File: config.mk
export PLATFORM = sky130hd
export DESIGN_NAME = shift_unit
export DESIGN_NICKNAME = d
export VERILOG_FILES = /design/src/rtl/shift_pkg.sv /design/src/rtl/shift_step.sv /design/src/rtl/shift_unit.sv
export SDC_FILE = /design/constraint.sdc
export NUM_CORES = 1
export LEC_CHECK = 0
export ABC_CLOCK_PERIOD_IN_PS = 2100
export BUFFER_PORTS_ARGS = -buffer_cell sky130_fd_sc_hd__buf_2
export CORE_AREA = 5 5 110 112
export DETAILED_ROUTE_END_ITERATION = 10
export DIE_AREA = 0 0 115 117
export PLACE_DENSITY = 0.62
export SLEW_MARGIN = 20
export SYNTH_ARGS = -nofsm -noshare
export SYNTH_HDL_FRONTEND = slang
export SYNTH_SLANG_ARGS = --single-unit
File: constraint.sdc
create_clock -name clk -period 2.1 [get_ports clk]
set_clock_uncertainty 0.05 [all_clocks]
set_input_delay 0.315 -clock clk [delete_from_list [all_inputs] [get_ports clk]]
set_output_delay 0.315 -clock clk [all_outputs]
set_load 0.05 [all_outputs]
File: src/rtl/shift_pkg.sv
// Shared definitions for the multi-cycle shift/rotate engine: op codes,
// FSM states and the effective-count rule applied when an operation starts.
package shift_pkg;

  localparam logic [4:0] OP_SHR  = 5'b00111;
  localparam logic [4:0] OP_SHRA = 5'b01000;
  localparam logic [4:0] OP_SHL  = 5'b01001;
  localparam logic [4:0] OP_ROR  = 5'b01010;
  localparam logic [4:0] OP_ROL  = 5'b01011;

  typedef enum logic [1:0] {
    IDLE,
    SHIFT,
    DONE
  } state_t;

  function automatic logic is_legal(input logic [4:0] op);
    return (op == OP_SHR) || (op == OP_SHRA) || (op == OP_SHL) ||
           (op == OP_ROR) || (op == OP_ROL);
  endfunction

  // amt_big: amount >= width; amt_low: amount mod width (width is a power of 2)
  function automatic int unsigned eff_count(input logic [4:0]  op,
                                            input logic        amt_big,
                                            input int unsigned amt_low,
                                            input int unsigned width);
    if (!is_legal(op)) return 0;
    if ((op == OP_ROR) || (op == OP_ROL)) return amt_low;
    if (amt_big) return width;
    return amt_low;
  endfunction

endpackage

File: src/rtl/shift_step.sv
// Combinational single-step shifter: moves a WIDTH value by k (0..STEP) bits
// according to op, with zero fill, sign fill or wrap-around.
module shift_step
  import shift_pkg::*;
#(
  parameter int unsigned WIDTH = 32,
  parameter int unsigned STEP  = 1,
  localparam int unsigned KW   = $clog2(STEP) + 1
) (
  input  logic [4:0]       op,
  input  logic [WIDTH-1:0] value,
  input  logic [KW-1:0]    k,
  output logic [WIDTH-1:0] out
);

  logic [2*WIDTH-1:0] dbl;
  logic [2*WIDTH-1:0] dbl_r;
  logic [2*WIDTH-1:0] dbl_l;

  // Rotates shift a doubled copy so wrapped bits come in from the twin half.
  always_comb begin
    dbl   = {value, value};
    dbl_r = dbl >> k;
    dbl_l = dbl << k;
    case (op)
      OP_SHR:  out = value >> k;
      OP_SHRA: out = $signed(value) >>> k;
      OP_SHL:  out = value << k;
      OP_ROR:  out = dbl_r[WIDTH-1:0];
      OP_ROL:  out = dbl_l[2*WIDTH-1:WIDTH];
      default: out = value;
    endcase
  end

endmodule

File: src/rtl/shift_unit.sv
// Multi-cycle shift/rotate engine with start/busy/done handshake; shifts up
// to STEP bits per clock and holds the last completed result.
module shift_unit
  import shift_pkg::*;
#(
  parameter int unsigned WIDTH = 32,
  parameter int unsigned STEP  = 1
) (
  input  logic             clk,
  input  logic             clr,
  input  logic             start,
  input  logic [4:0]       op_code,
  input  logic [WIDTH-1:0] operand,
  input  logic [WIDTH-1:0] amount,
  output logic             busy,
  output logic             done,
  output logic             err,
  output logic [WIDTH-1:0] result
);

  localparam int unsigned LW = $clog2(WIDTH);
  localparam int unsigned CW = LW + 1;
  localparam int unsigned KW = $clog2(STEP) + 1;

  state_t           state;
  state_t           state_nxt;
  logic [WIDTH-1:0] acc;
  logic [CW-1:0]    cnt;
  logic [4:0]       op;
  logic             err_q;

  logic             amt_big;
  logic [CW-1:0]    n_start;
  logic [KW-1:0]    k;
  logic [CW-1:0]    cnt_rem;
  logic [WIDTH-1:0] step_out;

  always_comb begin
    amt_big = |amount[WIDTH-1:LW];
    n_start = CW'(eff_count(op_code, amt_big, 32'(amount[LW-1:0]), WIDTH));
  end

  always_comb begin
    k       = (cnt >= CW'(STEP)) ? KW'(STEP) : cnt[KW-1:0];
    cnt_rem = cnt - CW'(k);
  end

  shift_step #(
    .WIDTH(WIDTH),
    .STEP (STEP)
  ) u_step (
    .op   (op),
    .value(acc),
    .k    (k),
    .out  (step_out)
  );

  always_comb begin
    state_nxt = state;
    case (state)
      IDLE:    if (start) state_nxt = (n_start != '0) ? SHIFT : DONE;
      SHIFT:   if (cnt_rem == '0) state_nxt = DONE;
      DONE:    state_nxt = IDLE;
      default: state_nxt = IDLE;
    endcase
  end

  always_ff @(posedge clk or negedge clr) begin
    if (!clr) state <= IDLE;
    else      state <= state_nxt;
  end

  always_ff @(posedge clk or negedge clr) begin
    if (!clr) begin
      acc    <= '0;
      cnt    <= '0;
      op     <= '0;
      err_q  <= 1'b0;
      result <= '0;
    end else begin
      case (state)
        IDLE: if (start) begin
          acc   <= operand;
          cnt   <= n_start;
          op    <= op_code;
          err_q <= !is_legal(op_code);
        end
        SHIFT: begin
          acc <= step_out;
          cnt <= cnt_rem;
        end
        DONE:    result <= acc;
        default: ;
      endcase
    end
  end

  assign busy = (state == SHIFT);
  assign done = (state == DONE);
  assign err  = done & err_q;

endmodule
==> out/metrics.cfg <==
[run_status]
outcome = finished clean

[sta]
timing.final.setup_violations = 0
hold_viol_final = 0
tightest_slew_ns = 0.438
count_of_final_max_slew_check_failures = 0
finalHoldWorstSlack_ns = 0.187
grt_setup_unrepaired = false
finalCritPeriodShare_pct = 95.3
layout_min_cycle_time_ns = 2.00
maxClockFrequency_mhz = 500
setup-tns-final_ns = 0
max-slew-margin-rel_pct = 70.8

[place]
dp_wirelength_um = 7640
dp_cells = 679
gp_routability_congestion = 0.790
io_buffer_count = 106

[die]
die_area_sq_um = 13500
row_count = 39
floorplan.io_pins = 107
die_h_um = 117
floorplan.initialDensity_pct = 36.5
core_region_area_sq_um = 11100
die-width_um = 115

[cts]
clkSlewWorstSetupHoldPaths_ns = 0.06
htree_levels = 3
cts_root_buffer = sky130_fd_sc_hd__clkbuf_16
cts.sinks = 78
cts-buffers-inserted = 9
tritoncts = done
clock_insertion_delay_worst_skew_ns = 0.34
cts_buffer_depth = 2

[worst_setup_path]
critPathCaptureType = output pin
worstPathCellList = nand2b_2, clkinv_1, buf_4, buf_2
critical_path.startpoint_type = flop
critical_path.max_stage_delay_ns = 0.49
critPathKind = flop to output pin
critical-path-slowest-cell = sky130_fd_sc_hd__dfrtp_1
timing.critical_path.fanout_max = 7
critical_path_arrival_ns = 1.64
required_ns = 1.74
reg2regPathDepth = 4

[grt]
vias_in_the_first_global_route = 3667
grt.busiest_layer = met2
globalRouteMet2Util_pct = 27.5
grt_max_degree = 46
antenna_found_initial = 0
grt_use_met1_pct = 20.5
grt_use_total_pct = 16.3
global_route_wire_length_before_repair_um = 17600
grt_util_met3_pct = 2.88
overflow = 0

[logic_synthesis]
syn-num-nets = 506
arithmetic_cell_share_of_the_synthesized_area_counting_full_adders_half_adders_and_majority_gates_pct = 0.308
cell_type_contributing_the_most_total_cell_area_after_synthesis = sky130_fd_sc_hd__dfrtp_1
synth_sequential_area_ratio_pct = 48.1
async_reset_ff_share_pct = 100
synth.cells.most_frequent = 140 x sky130_fd_sc_hd__nand2_1, 78 x sky130_fd_sc_hd__dfrtp_1, 41 x sky130_fd_sc_hd__o21ai_0, 31 x sky130_fd_sc_hd__mux2i_1, 18 x sky130_fd_sc_hd__a22o_1
ys_types = 46
synth_top_area_share_pct = 48.1
synth_compound_area_share_pct = 14.0
synthCells = 433
post_synth.cell_area_avg_sq_um = 9.38
synth_area_leaders = sky130_fd_sc_hd__dfrtp_1 48%, sky130_fd_sc_hd__nand2_1 13%, sky130_fd_sc_hd__mux2i_1 7.6%
synthesis.area_sq_um = 4060
post-synth-top-count-cell = sky130_fd_sc_hd__nand2_1
synth_simple_gate_area_share_pct = 20.7
number_of_flops_mapped_to_enable_cells_by_yosys = 0
synth_flop_cell = sky130_fd_sc_hd__dfrtp_1
synthesis.yosys.warnings = 0
number_of_flip_flops_and_latches_in_the_synthesized_netlist = 78
synth_top_family_by_area = simple AND/OR/NAND/NOR gates
synth.area.mux_share_pct = 13.4
synth_xor_xnor_area_share_pct = 0

[cells_and_area]
final_cell_count_no_fill = 697
finalCoreUtilization_pct = 46.7
layout.nets = 622
drive_gt1_share_pct = 31.2
antennaDiodeCount = 0
area_growth_syn_to_layout_pct = 27.9

[hold_path]
holdPathStages = 2
hold_class = input pin to flop

[route]
detail_route.wirelength_um = 10400
dr_total_vias = 3534
post_drt_wl_per_cell_um = 14.9
vias_per_cell = 5.07
drt_iter0_markers = 189
drt_drc_violations_left = 0
drtAntennaViolNets = 0
drt_pass1_iterations = 4

[pwr]
power_per_cell_area_nw_per_um2 = 1710
total_leakage_power_nw = 2.56
vdd_drop_max_uv = 622
finalPower_mw = 8.85

[job]
max-cap-violations = 0

-- critical path: cells and delay by family, from the launching register on --
kind	cells	cell delay (ns)
flops	1	0.49
simple gates	1	0.24
buf+inv	3	0.58
-- where the power goes --
part	total (mW)	switching, mW	internal [mW]
Combinational	4.46	2.75	1.71
Clock	1.56	0.608	0.952
Sequential	2.83	0.626	2.20
-- worst paths after layout --
kind,startpoint,end,slack (ns)
max,state[1],busy,0.1
min,op_code[0],op[0],0.19
max reg2reg,cnt[1],acc[2],0.1
min reg2reg,result[25],result[25],0.42
max in group asynchronous,clr,cnt[1],0.99
min in group asynchronous,clr,op[2],0.42
-- placed cells by master (no fill, tap or decap), types with 4 or more instances in the layout --
cell and instances:
sky130_fd_sc_hd__nand2_1 140, sky130_fd_sc_hd__buf_2 105, sky130_fd_sc_hd__dfrtp_1 77, sky130_fd_sc_hd__o21ai_0 41, sky130_fd_sc_hd__mux2i_1 31, sky130_fd_sc_hd__buf_4 20, sky130_fd_sc_hd__a22o_1 18, sky130_fd_sc_hd__mux2_4 11
sky130_fd_sc_hd__clkbuf_16 9, sky130_fd_sc_hd__a21oi_1 7, sky130_fd_sc_hd__nor2_1 7, sky130_fd_sc_hd__nor4_1 7, sky130_fd_sc_hd__mux2_2 6, sky130_fd_sc_hd__nand3_1 6, sky130_fd_sc_hd__inv_1 5, sky130_fd_sc_hd__nor3_1 5
sky130_fd_sc_hd__nand2b_1 4, sky130_fd_sc_hd__nand4_1 4
-- metrics by stage --
| stage | instance area, sq um | setup WS (ns) |
|---|---|---|
| floorplan | 4060 | 0.0738 |
| global placement | 4870 | 0.137 |
| detailed placement | 4870 | 0.108 |
| CTS | 5190 | 0.0966 |
| global route | 5190 | 0.0124 |
| finish | 5190 | 0.0992 |
-- area by class of cell --
type	instances	area (sq um)
fillers	1091	5930
inverters	7	30.0
clock inverters	5	58.8
clock buffers	11	243
multi-input cells	324	1980
repair buffers	129	746
well taps	143	179
flip-flops and latches	78	1950
-- per-layer routing --
layer | wire, um | vias up
met5 | 0 | -
met4 | 219 | 0
met2 | 5140 | 107
li1 | - | 1744
met1 | 4420 | 1670
met3 | 577 | 13
-- logic make-up (layout without fill, tap and decap cells) --
kind of cell,Yosys count,after routing
DFF,78,78
AOI/OAI and AO/OA,85,85
buffers and inverters,31,152
adders and majority gates,1,1
muxes,48,48
and+or+nand+nor,190,190
-- state kept, by name (all words and copies together) (netlist names) --
register	count
result	32
err_q	1
state	2
cnt	6
acc	32
op	5
-- repair_timing --
| item | in CTS | in global routing |
|---|---|---|
| endpoints found under the setup margin | 2 | 0 |
| hold buffers | 1 | 0 |
| hold endpoints to repair | 33 | 0 |
| buffers inserted | 1 | 0 |
| gates resized for setup | 2 | 0 |
Power figures use the tool's default switching activity.
